`src/rtl/hamming_rx_ctrl_if.sv`:
```
// ----------------------------------------------------------------------------
// hamming_rx_ctrl_if
// Channel-side bit stream and sink-side byte stream of the (7,4) Hamming
// receive controller.
//   bit_i / bit_valid_i / sof_i / bit_ready_o : serial codeword bits, c0 first
//   byte_o / byte_valid_o / byte_ready_i      : packed decoded bytes
// slave  : the controller's view
// master : the view of the environment driving the bits and sinking bytes
// ----------------------------------------------------------------------------
interface hamming_rx_ctrl_if;
    logic       bit_i;
    logic       bit_valid_i;
    logic       sof_i;
    logic       bit_ready_o;
    logic [7:0] byte_o;
    logic       byte_valid_o;
    logic       byte_ready_i;

    modport slave (
        input  bit_i, bit_valid_i, sof_i, byte_ready_i,
        output bit_ready_o, byte_o, byte_valid_o
    );

    modport master (
        output bit_i, bit_valid_i, sof_i, byte_ready_i,
        input  bit_ready_o, byte_o, byte_valid_o
    );
endinterface

```
`src/rtl/hamming_rx_ctrl.sv`:
```
// ----------------------------------------------------------------------------
// hamming_rx_ctrl
// Receive-side controller for a (7,4) Hamming link. Frames the serial bit
// stream into codewords on sof_i, corrects single-bit errors, packs pairs of
// decoded nibbles into bytes and keeps saturating error statistics.
// Ports:
//   clk          system clock, rising edge
//   rst_n        synchronous active-low reset
//   bus          hamming_rx_ctrl_if.slave (bit input stream, byte output stream)
//   clr_stats_i  synchronous clear of the statistics counters
//   frag_err_o   one-cycle pulse when a partial codeword is dropped by sof_i
//   cw_cnt_o     codewords decoded
//   corr_cnt_o   codewords with a corrected data bit
//   par_cnt_o    codewords with a parity-bit-only error
// ----------------------------------------------------------------------------
module hamming_rx_ctrl #(
    parameter int CNT_W = 16
) (
    input  logic                 clk,
    input  logic                 rst_n,
    hamming_rx_ctrl_if.slave     bus,
    input  logic                 clr_stats_i,
    output logic                 frag_err_o,
    output logic [CNT_W-1:0]     cw_cnt_o,
    output logic [CNT_W-1:0]     corr_cnt_o,
    output logic [CNT_W-1:0]     par_cnt_o
);

    typedef enum logic {ST_IDLE, ST_COLLECT} state_t;

    state_t           r_state;
    state_t           w_state_nxt;
    logic [5:0]       r_bits;
    logic [2:0]       r_bit_cnt;
    logic             r_pend;
    logic [3:0]       r_low;
    logic [7:0]       r_byte;
    logic             r_byte_vld;
    logic             r_frag;
    logic [CNT_W-1:0] r_cw_cnt;
    logic [CNT_W-1:0] r_corr_cnt;
    logic [CNT_W-1:0] r_par_cnt;

    logic             w_bit_ready;
    logic             w_accept;
    logic             w_start;
    logic             w_store;
    logic             w_complete;
    logic             w_frag;
    logic             w_load;
    logic [6:0]       w_cw;
    logic [2:0]       w_syn;
    logic [3:0]       w_nib;
    logic             w_corr_hit;
    logic             w_par_hit;

    function automatic logic [CNT_W-1:0] sat_inc(input logic [CNT_W-1:0] v);
        return (&v) ? v : v + CNT_W'(1);
    endfunction

    // Stall only the bit that would complete a second nibble while the output
    // register still holds an unaccepted byte; everything else can proceed.
    assign w_bit_ready = ~((r_state == ST_COLLECT) && (r_bit_cnt == 3'd6) && r_pend
                           && r_byte_vld && ~bus.byte_ready_i);
    assign w_accept    = bus.bit_valid_i & w_bit_ready;

    // Completing codeword: the incoming bit is c6.
    assign w_cw     = {bus.bit_i, r_bits};
    assign w_syn[0] = w_cw[4] ^ w_cw[0] ^ w_cw[1] ^ w_cw[2];
    assign w_syn[1] = w_cw[5] ^ w_cw[0] ^ w_cw[2] ^ w_cw[3];
    assign w_syn[2] = w_cw[6] ^ w_cw[0] ^ w_cw[1] ^ w_cw[3];

    always_comb begin
        w_nib      = w_cw[3:0];
        w_corr_hit = 1'b0;
        w_par_hit  = 1'b0;
        case (w_syn)
            3'b111: begin w_nib[0] = ~w_cw[0]; w_corr_hit = 1'b1; end
            3'b101: begin w_nib[1] = ~w_cw[1]; w_corr_hit = 1'b1; end
            3'b011: begin w_nib[2] = ~w_cw[2]; w_corr_hit = 1'b1; end
            3'b110: begin w_nib[3] = ~w_cw[3]; w_corr_hit = 1'b1; end
            3'b001, 3'b010, 3'b100: w_par_hit = 1'b1;
            default: ;
        endcase
    end

    always_comb begin
        w_state_nxt = r_state;
        w_start     = 1'b0;
        w_store     = 1'b0;
        w_complete  = 1'b0;
        w_frag      = 1'b0;
        case (r_state)
            ST_IDLE: begin
                if (w_accept && bus.sof_i) begin
                    w_start     = 1'b1;
                    w_state_nxt = ST_COLLECT;
                end
            end
            ST_COLLECT: begin
                if (w_accept) begin
                    if (bus.sof_i && (r_bit_cnt != 3'd0)) begin
                        w_start = 1'b1;
                        w_frag  = 1'b1;
                    end else if (r_bit_cnt == 3'd6) begin
                        w_complete = 1'b1;
                    end else begin
                        w_store = 1'b1;
                    end
                end
            end
            default: w_state_nxt = ST_IDLE;
        endcase
    end

    // Second nibble of a pair turns into a byte on the output register.
    assign w_load = w_complete & r_pend;

    always_ff @(posedge clk) begin
        if (!rst_n) begin
            r_state <= ST_IDLE;
        end else begin
            r_state <= w_state_nxt;
        end
    end

    always_ff @(posedge clk) begin
        if (!rst_n) begin
            r_bits     <= '0;
            r_bit_cnt  <= '0;
            r_pend     <= 1'b0;
            r_low      <= '0;
            r_byte     <= '0;
            r_byte_vld <= 1'b0;
            r_frag     <= 1'b0;
            r_cw_cnt   <= '0;
            r_corr_cnt <= '0;
            r_par_cnt  <= '0;
        end else begin
            if (w_start) begin
                r_bits[0] <= bus.bit_i;
                r_bit_cnt <= 3'd1;
            end else if (w_store) begin
                r_bits[r_bit_cnt] <= bus.bit_i;
                r_bit_cnt         <= r_bit_cnt + 3'd1;
            end else if (w_complete) begin
                r_bit_cnt <= 3'd0;
            end

            r_frag <= w_frag;

            if (w_complete) begin
                if (r_pend) begin
                    r_byte <= {w_nib, r_low};
                    r_pend <= 1'b0;
                end else begin
                    r_low  <= w_nib;
                    r_pend <= 1'b1;
                end
            end

            // A byte loading on the handshake edge keeps valid asserted.
            if (w_load) begin
                r_byte_vld <= 1'b1;
            end else if (r_byte_vld && bus.byte_ready_i) begin
                r_byte_vld <= 1'b0;
            end

            if (clr_stats_i) begin
                r_cw_cnt   <= '0;
                r_corr_cnt <= '0;
                r_par_cnt  <= '0;
            end else if (w_complete) begin
                r_cw_cnt <= sat_inc(r_cw_cnt);
                if (w_corr_hit) r_corr_cnt <= sat_inc(r_corr_cnt);
                if (w_par_hit)  r_par_cnt  <= sat_inc(r_par_cnt);
            end
        end
    end

    assign bus.bit_ready_o  = w_bit_ready;
    assign bus.byte_o       = r_byte;
    assign bus.byte_valid_o = r_byte_vld;
    assign frag_err_o       = r_frag;
    assign cw_cnt_o         = r_cw_cnt;
    assign corr_cnt_o       = r_corr_cnt;
    assign par_cnt_o        = r_par_cnt;

endmodule

```
`src/flat_wrapper.sv`:
```
// flat-port wrapper written by rule: the top's interface ports become plain ports
module hamming_rx_ctrl_flat 
#(
    parameter int CNT_W = 16
)
  (clk, rst_n, clr_stats_i, frag_err_o, cw_cnt_o, corr_cnt_o, par_cnt_o, bus_bit_i, bus_bit_valid_i, bus_sof_i, bus_byte_ready_i, bus_bit_ready_o, bus_byte_o, bus_byte_valid_o);
  hamming_rx_ctrl_if bus_i ();
  input  logic clk;
  input  logic rst_n;
  input  logic clr_stats_i;
  output logic frag_err_o;
  output logic [CNT_W-1:0] cw_cnt_o;
  output logic [CNT_W-1:0] corr_cnt_o;
  output logic [CNT_W-1:0] par_cnt_o;
  input wire logic [$bits(bus_i.bit_i)-1:0] bus_bit_i;
  input wire logic [$bits(bus_i.bit_valid_i)-1:0] bus_bit_valid_i;
  input wire logic [$bits(bus_i.sof_i)-1:0] bus_sof_i;
  input wire logic [$bits(bus_i.byte_ready_i)-1:0] bus_byte_ready_i;
  output wire logic [$bits(bus_i.bit_ready_o)-1:0] bus_bit_ready_o;
  output wire logic [$bits(bus_i.byte_o)-1:0] bus_byte_o;
  output wire logic [$bits(bus_i.byte_valid_o)-1:0] bus_byte_valid_o;
  assign bus_i.bit_i = bus_bit_i;
  assign bus_i.bit_valid_i = bus_bit_valid_i;
  assign bus_i.sof_i = bus_sof_i;
  assign bus_i.byte_ready_i = bus_byte_ready_i;
  assign bus_bit_ready_o = bus_i.bit_ready_o;
  assign bus_byte_o = bus_i.byte_o;
  assign bus_byte_valid_o = bus_i.byte_valid_o;
  hamming_rx_ctrl #(.CNT_W(CNT_W)) u_core (.clk(clk), .rst_n(rst_n), .bus(bus_i), .clr_stats_i(clr_stats_i), .frag_err_o(frag_err_o), .cw_cnt_o(cw_cnt_o), .corr_cnt_o(corr_cnt_o), .par_cnt_o(par_cnt_o));
endmodule
```
`config.mk`:
```
export PLATFORM = sky130hd
export DESIGN_NAME = hamming_rx_ctrl_flat
export DESIGN_NICKNAME = d
export VERILOG_FILES = /design/src/rtl/hamming_rx_ctrl_if.sv /design/src/rtl/hamming_rx_ctrl.sv /design/src/flat_wrapper.sv
export SDC_FILE = /design/constraint.sdc
export NUM_CORES = 1
export LEC_CHECK = 0
export CELL_PAD_IN_SITES_DETAIL_PLACEMENT = 1
export CELL_PAD_IN_SITES_GLOBAL_PLACEMENT = 1
export CORE_MARGIN = 2
export CORE_UTILIZATION = 39
export DETAILED_ROUTE_END_ITERATION = 6
export PLACE_DENSITY_LB_ADDON = 0.1
export SLEW_MARGIN = 20
export SYNTH_ARGS = -nofsm -noshare
export SYNTH_HDL_FRONTEND = slang
export SYNTH_SLANG_ARGS = --single-unit
```
`constraint.sdc`:
```
create_clock -name clk -period 3 [get_ports clk]
set_input_delay 0.3 -clock clk [delete_from_list [all_inputs] [get_ports clk]]
set_output_delay 0.3 -clock clk [all_outputs]
set_load 0.01 [all_outputs]
```
==> results.json <==
{
  "area_delta_synth_final_pct": 28.2,
  "coreArea_sq_um": 9240,
  "ff2ff_setup_slack_ns": 0.31,
  "drive_gt1_frac": 0.0637,
  "drt-pass1-iter-count": 4,
  "grt_first_pass_wirelength_mm": 16.5,
  "cts-root-buf": "clkbuf_8",
  "ioPinCount": 66,
  "fin_crit_ns": 2.69,
  "gp_congestion": 0.788,
  "fin_nets": 526,
  "cts_tree": "done",
  "clkSinkCount": 73,
  "finish.utilization": 0.513,
  "startpoint": "u_core.r_bit_cnt[0]$_SDFFE_PN0P_",
  "crit_end": "u_core.par_cnt_o[11]$_SDFFE_PP0P_",
  "synthCells": 447,
  "maxCapViolCount": 0,
  "routed_wl_mm": 9.77,
  "route.detailed.drc": 0,
  "final_common_cell": "dfxtp_1",
  "cts-htree-levels": 3,
  "cts_max_path_buffers": 2,
  "hold_path.class": "flip-flop to flip-flop",
  "ant_nets": 0,
  "rsz0062_at_grt": "no",
  "die_x_um": 101,
  "max_slew.worst_pin.slew_ns": 0.764,
  "cts.clk_slew.worst_paths_ns": 0.09,
  "slew_headroom": 0.487,
  "grt_pass1_vias": 3426,
  "yosys_warnings": 0,
  "design.die.area_sq_um": 10300,
  "via_count": 3479,
  "finClkSkew_ns": 0.0103,
  "synth_fp_nets": 460,
  "crit_required_ns": 3.29,
  "holdPathStages": 2,
  "tns_ns": 0,
  "path_class": "flip-flop to flip-flop",
  "cp-end-kind": "flip-flop",
  "grt_max_degree": 27,
  "syn_area_per_cell_sq_um": 8.28,
  "reg2reg_from": "u_core.r_bit_cnt[0]$_SDFFE_PN0P_",
  "antenna_found_initial": 0,
  "fmax_mhz": 372,
  "layout_common_cells": "dfxtp_1, clkdlybuf4s50_1, nand2_1, nor2_1, a21oi_1",
  "critical_path.startpoint_type": "flip-flop",
  "power.leakage_nw": 1.58,
  "min_period_over_period": 0.896,
  "arrival_ns": 2.98,
  "synth-edff-count": 0,
  "portBuffers": 65,
  "peakVddDrop_mv": 0.196,
  "seq_area_frac_synth": 0.395,
  "wl_per_cell_um": 15.1,
  "powerDensity_nw_per_um2": 427,
  "post_drt_via_cell_ratio": 5.38,
  "cts_setup_buffers": 0,
  "rows": 35,
  "dp_hpwl_mm": 7.06,
  "numCtsBuffers": 9,
  "final_hold_viol_count": 0,
  "status": "complete, no violations",
  "final_cells": 647,
  "synth.distinct_cells": 52,
  "finalSetupViolCount": 0,
  "holdBufCountCts": 0,
  "syn_area_sq_um": 3700,
  "cp_max_fo": 26,
  "ys_ff_latch": 73,
  "clock_latency_ns": 0.35,
  "n_antenna_cell": 0,
  "die_y_um": 101,
  "power_mw": 2.02,
  "hold_ws_ns": 0.467,
  "synth-main-ff-cell": "dfxtp_1",
  "dp.cells": 631,
  "reg2reg_to": "u_core.par_cnt_o[11]$_SDFFE_PP0P_",
  "report.final.slew_viol_count": 0,
  "grt.overflow.total": 0,
  "async_flop_share": 0,
  "track_usage": 0.201,
  "rr_worst_depth": 9,
  "drtIter0Drc": 82,
  "start_util": 0.400,
  "cts_resized": 0
}
-- stage by stage --
step / instance area [sq um] / worst slack [ns]
3_5_place_dp: 4500 / 0.153
4_1_cts: 4740 / 0.294
5_1_grt: 4740 / 0.103
6_report: 4740 / 0.312
3_3_place_gp: 4500 / 0.207
2_1_floorplan: 3700 / 0.475
-- Yosys cell counts (all sizes together) (2+ instances only) --
| master | count | share of area |
|---|---|---|
| a211oi | 2 | 0.0041 |
| a21boi | 9 | 0.018 |
| a21o | 2 | 0.0041 |
| a21oi | 26 | 0.035 |
| a311oi | 2 | 0.0047 |
| a31oi | 4 | 0.0068 |
| a41oi | 2 | 0.0047 |
| and2 | 6 | 0.010 |
| and3 | 6 | 0.010 |
| and4 | 6 | 0.014 |
| buf | 9 | 0.014 |
| clkbuf | 13 | 0.013 |
| dfxtp | 73 | 0.39 |
| ha | 6 | 0.020 |
| inv | 12 | 0.012 |
| mux2i | 12 | 0.032 |
| nand2 | 53 | 0.054 |
| nand2b | 2 | 0.0034 |
| nand3 | 22 | 0.030 |
| nand4 | 13 | 0.022 |
| nor2 | 31 | 0.031 |
| nor2b | 12 | 0.020 |
| nor3 | 14 | 0.019 |
| nor4 | 4 | 0.0068 |
| o211ai | 8 | 0.016 |
| o21a | 3 | 0.0061 |
| o21ai | 25 | 0.034 |
| o31ai | 4 | 0.0081 |
| or3 | 17 | 0.029 |
| or4 | 10 | 0.020 |
| xnor2 | 10 | 0.026 |
| xor2 | 17 | 0.042 |
-- sequential cells by signal, summed over array words and instances, names as in the netlist --
| signal | cells |
|---|---|
| u_core.r_pend | 1 |
| u_core.frag_err_o | 1 |
| u_core.r_bits | 6 |
| u_core.r_state | 1 |
| u_core.bus.byte_o | 8 |
| u_core.par_cnt_o | 16 |
| u_core.r_bit_cnt | 3 |
| u_core.bus.byte_valid_o | 1 |
| u_core.cw_cnt_o | 16 |
| u_core.corr_cnt_o | 16 |
| u_core.r_low | 4 |
-- where the power goes --
part           leakage [nW]  internal [mW]  switching, mW
sequential            0.588          0.971        0.00553
combinational         0.870         0.0403         0.0570
clock                 0.117          0.557          0.392
total                  1.58           1.57          0.455
-- metal layers --
metal / track usage / vias to the layer above / routed length [um]
met5: 0 / - / 0
met4: 0.0780 / 0 / 175
met1: 0.269 / 1671 / 4730
li1: - / 1737 / -
met2: 0.325 / 56 / 4650
met3: 0.0359 / 15 / 218
-- how the worst min path moves through the flow --
| stage | end | start | slack (ns) |
|---|---|---|---|
| 3_3_place_gp | u_core.r_low[3]$_SDFFE_PN0P_ | u_core.r_low[3]$_SDFFE_PN0P_ | 0.45 |
| 6_report | u_core.bus.byte_o[1]$_SDFFE_PN0P_ | u_core.r_low[1]$_SDFFE_PN0P_ | 0.47 |
| 3_5_place_dp | u_core.bus.byte_o[0]$_SDFFE_PN0P_ | u_core.bus.byte_o[0]$_SDFFE_PN0P_ | 0.46 |
| 4_1_cts | u_core.bus.byte_o[0]$_SDFFE_PN0P_ | u_core.bus.byte_o[0]$_SDFFE_PN0P_ | 0.47 |
| 5_1_grt | u_core.bus.byte_o[0]$_SDFFE_PN0P_ | u_core.r_low[0]$_SDFFE_PN0P_ | 0.49 |
| 2_1_floorplan | u_core.frag_err_o$_SDFF_PN0_ | rst_n | 0.43 |
-- worst max-delay path: stages (launching register included) --
cell and delay (ns):
dfxtp_1 0.36, inv_1 0.18, ha_1 0.23, nand4_1 0.12, or3_1 0.38, a31oi_1 0.15
or3b_1 0.36, buf_4 0.22, or4_1 0.48, a21oi_1 0.14
-- area by class of cell --
cell class	instances	area, sq um
Clock buffer	10	128
Sequential cell	73	1460
Clock inverter	6	115
Timing Repair Buffer	77	741
Inverter	12	45.0
Tap cell	129	161
Multi-Input combinational cell	340	2090
Fill cell	1123	4500
-- logic make-up after synthesis --
logic type | after synthesis | synth area share
xor+xnor | 28 | 0.0744
buf+inv | 34 | 0.0392
flops | 73 | 0.395
compound gates | 93 | 0.157
mux | 12 | 0.0325
fa+ha+maj | 6 | 0.0203
simple gates | 201 | 0.281
(Power assumes the default switching activity.)
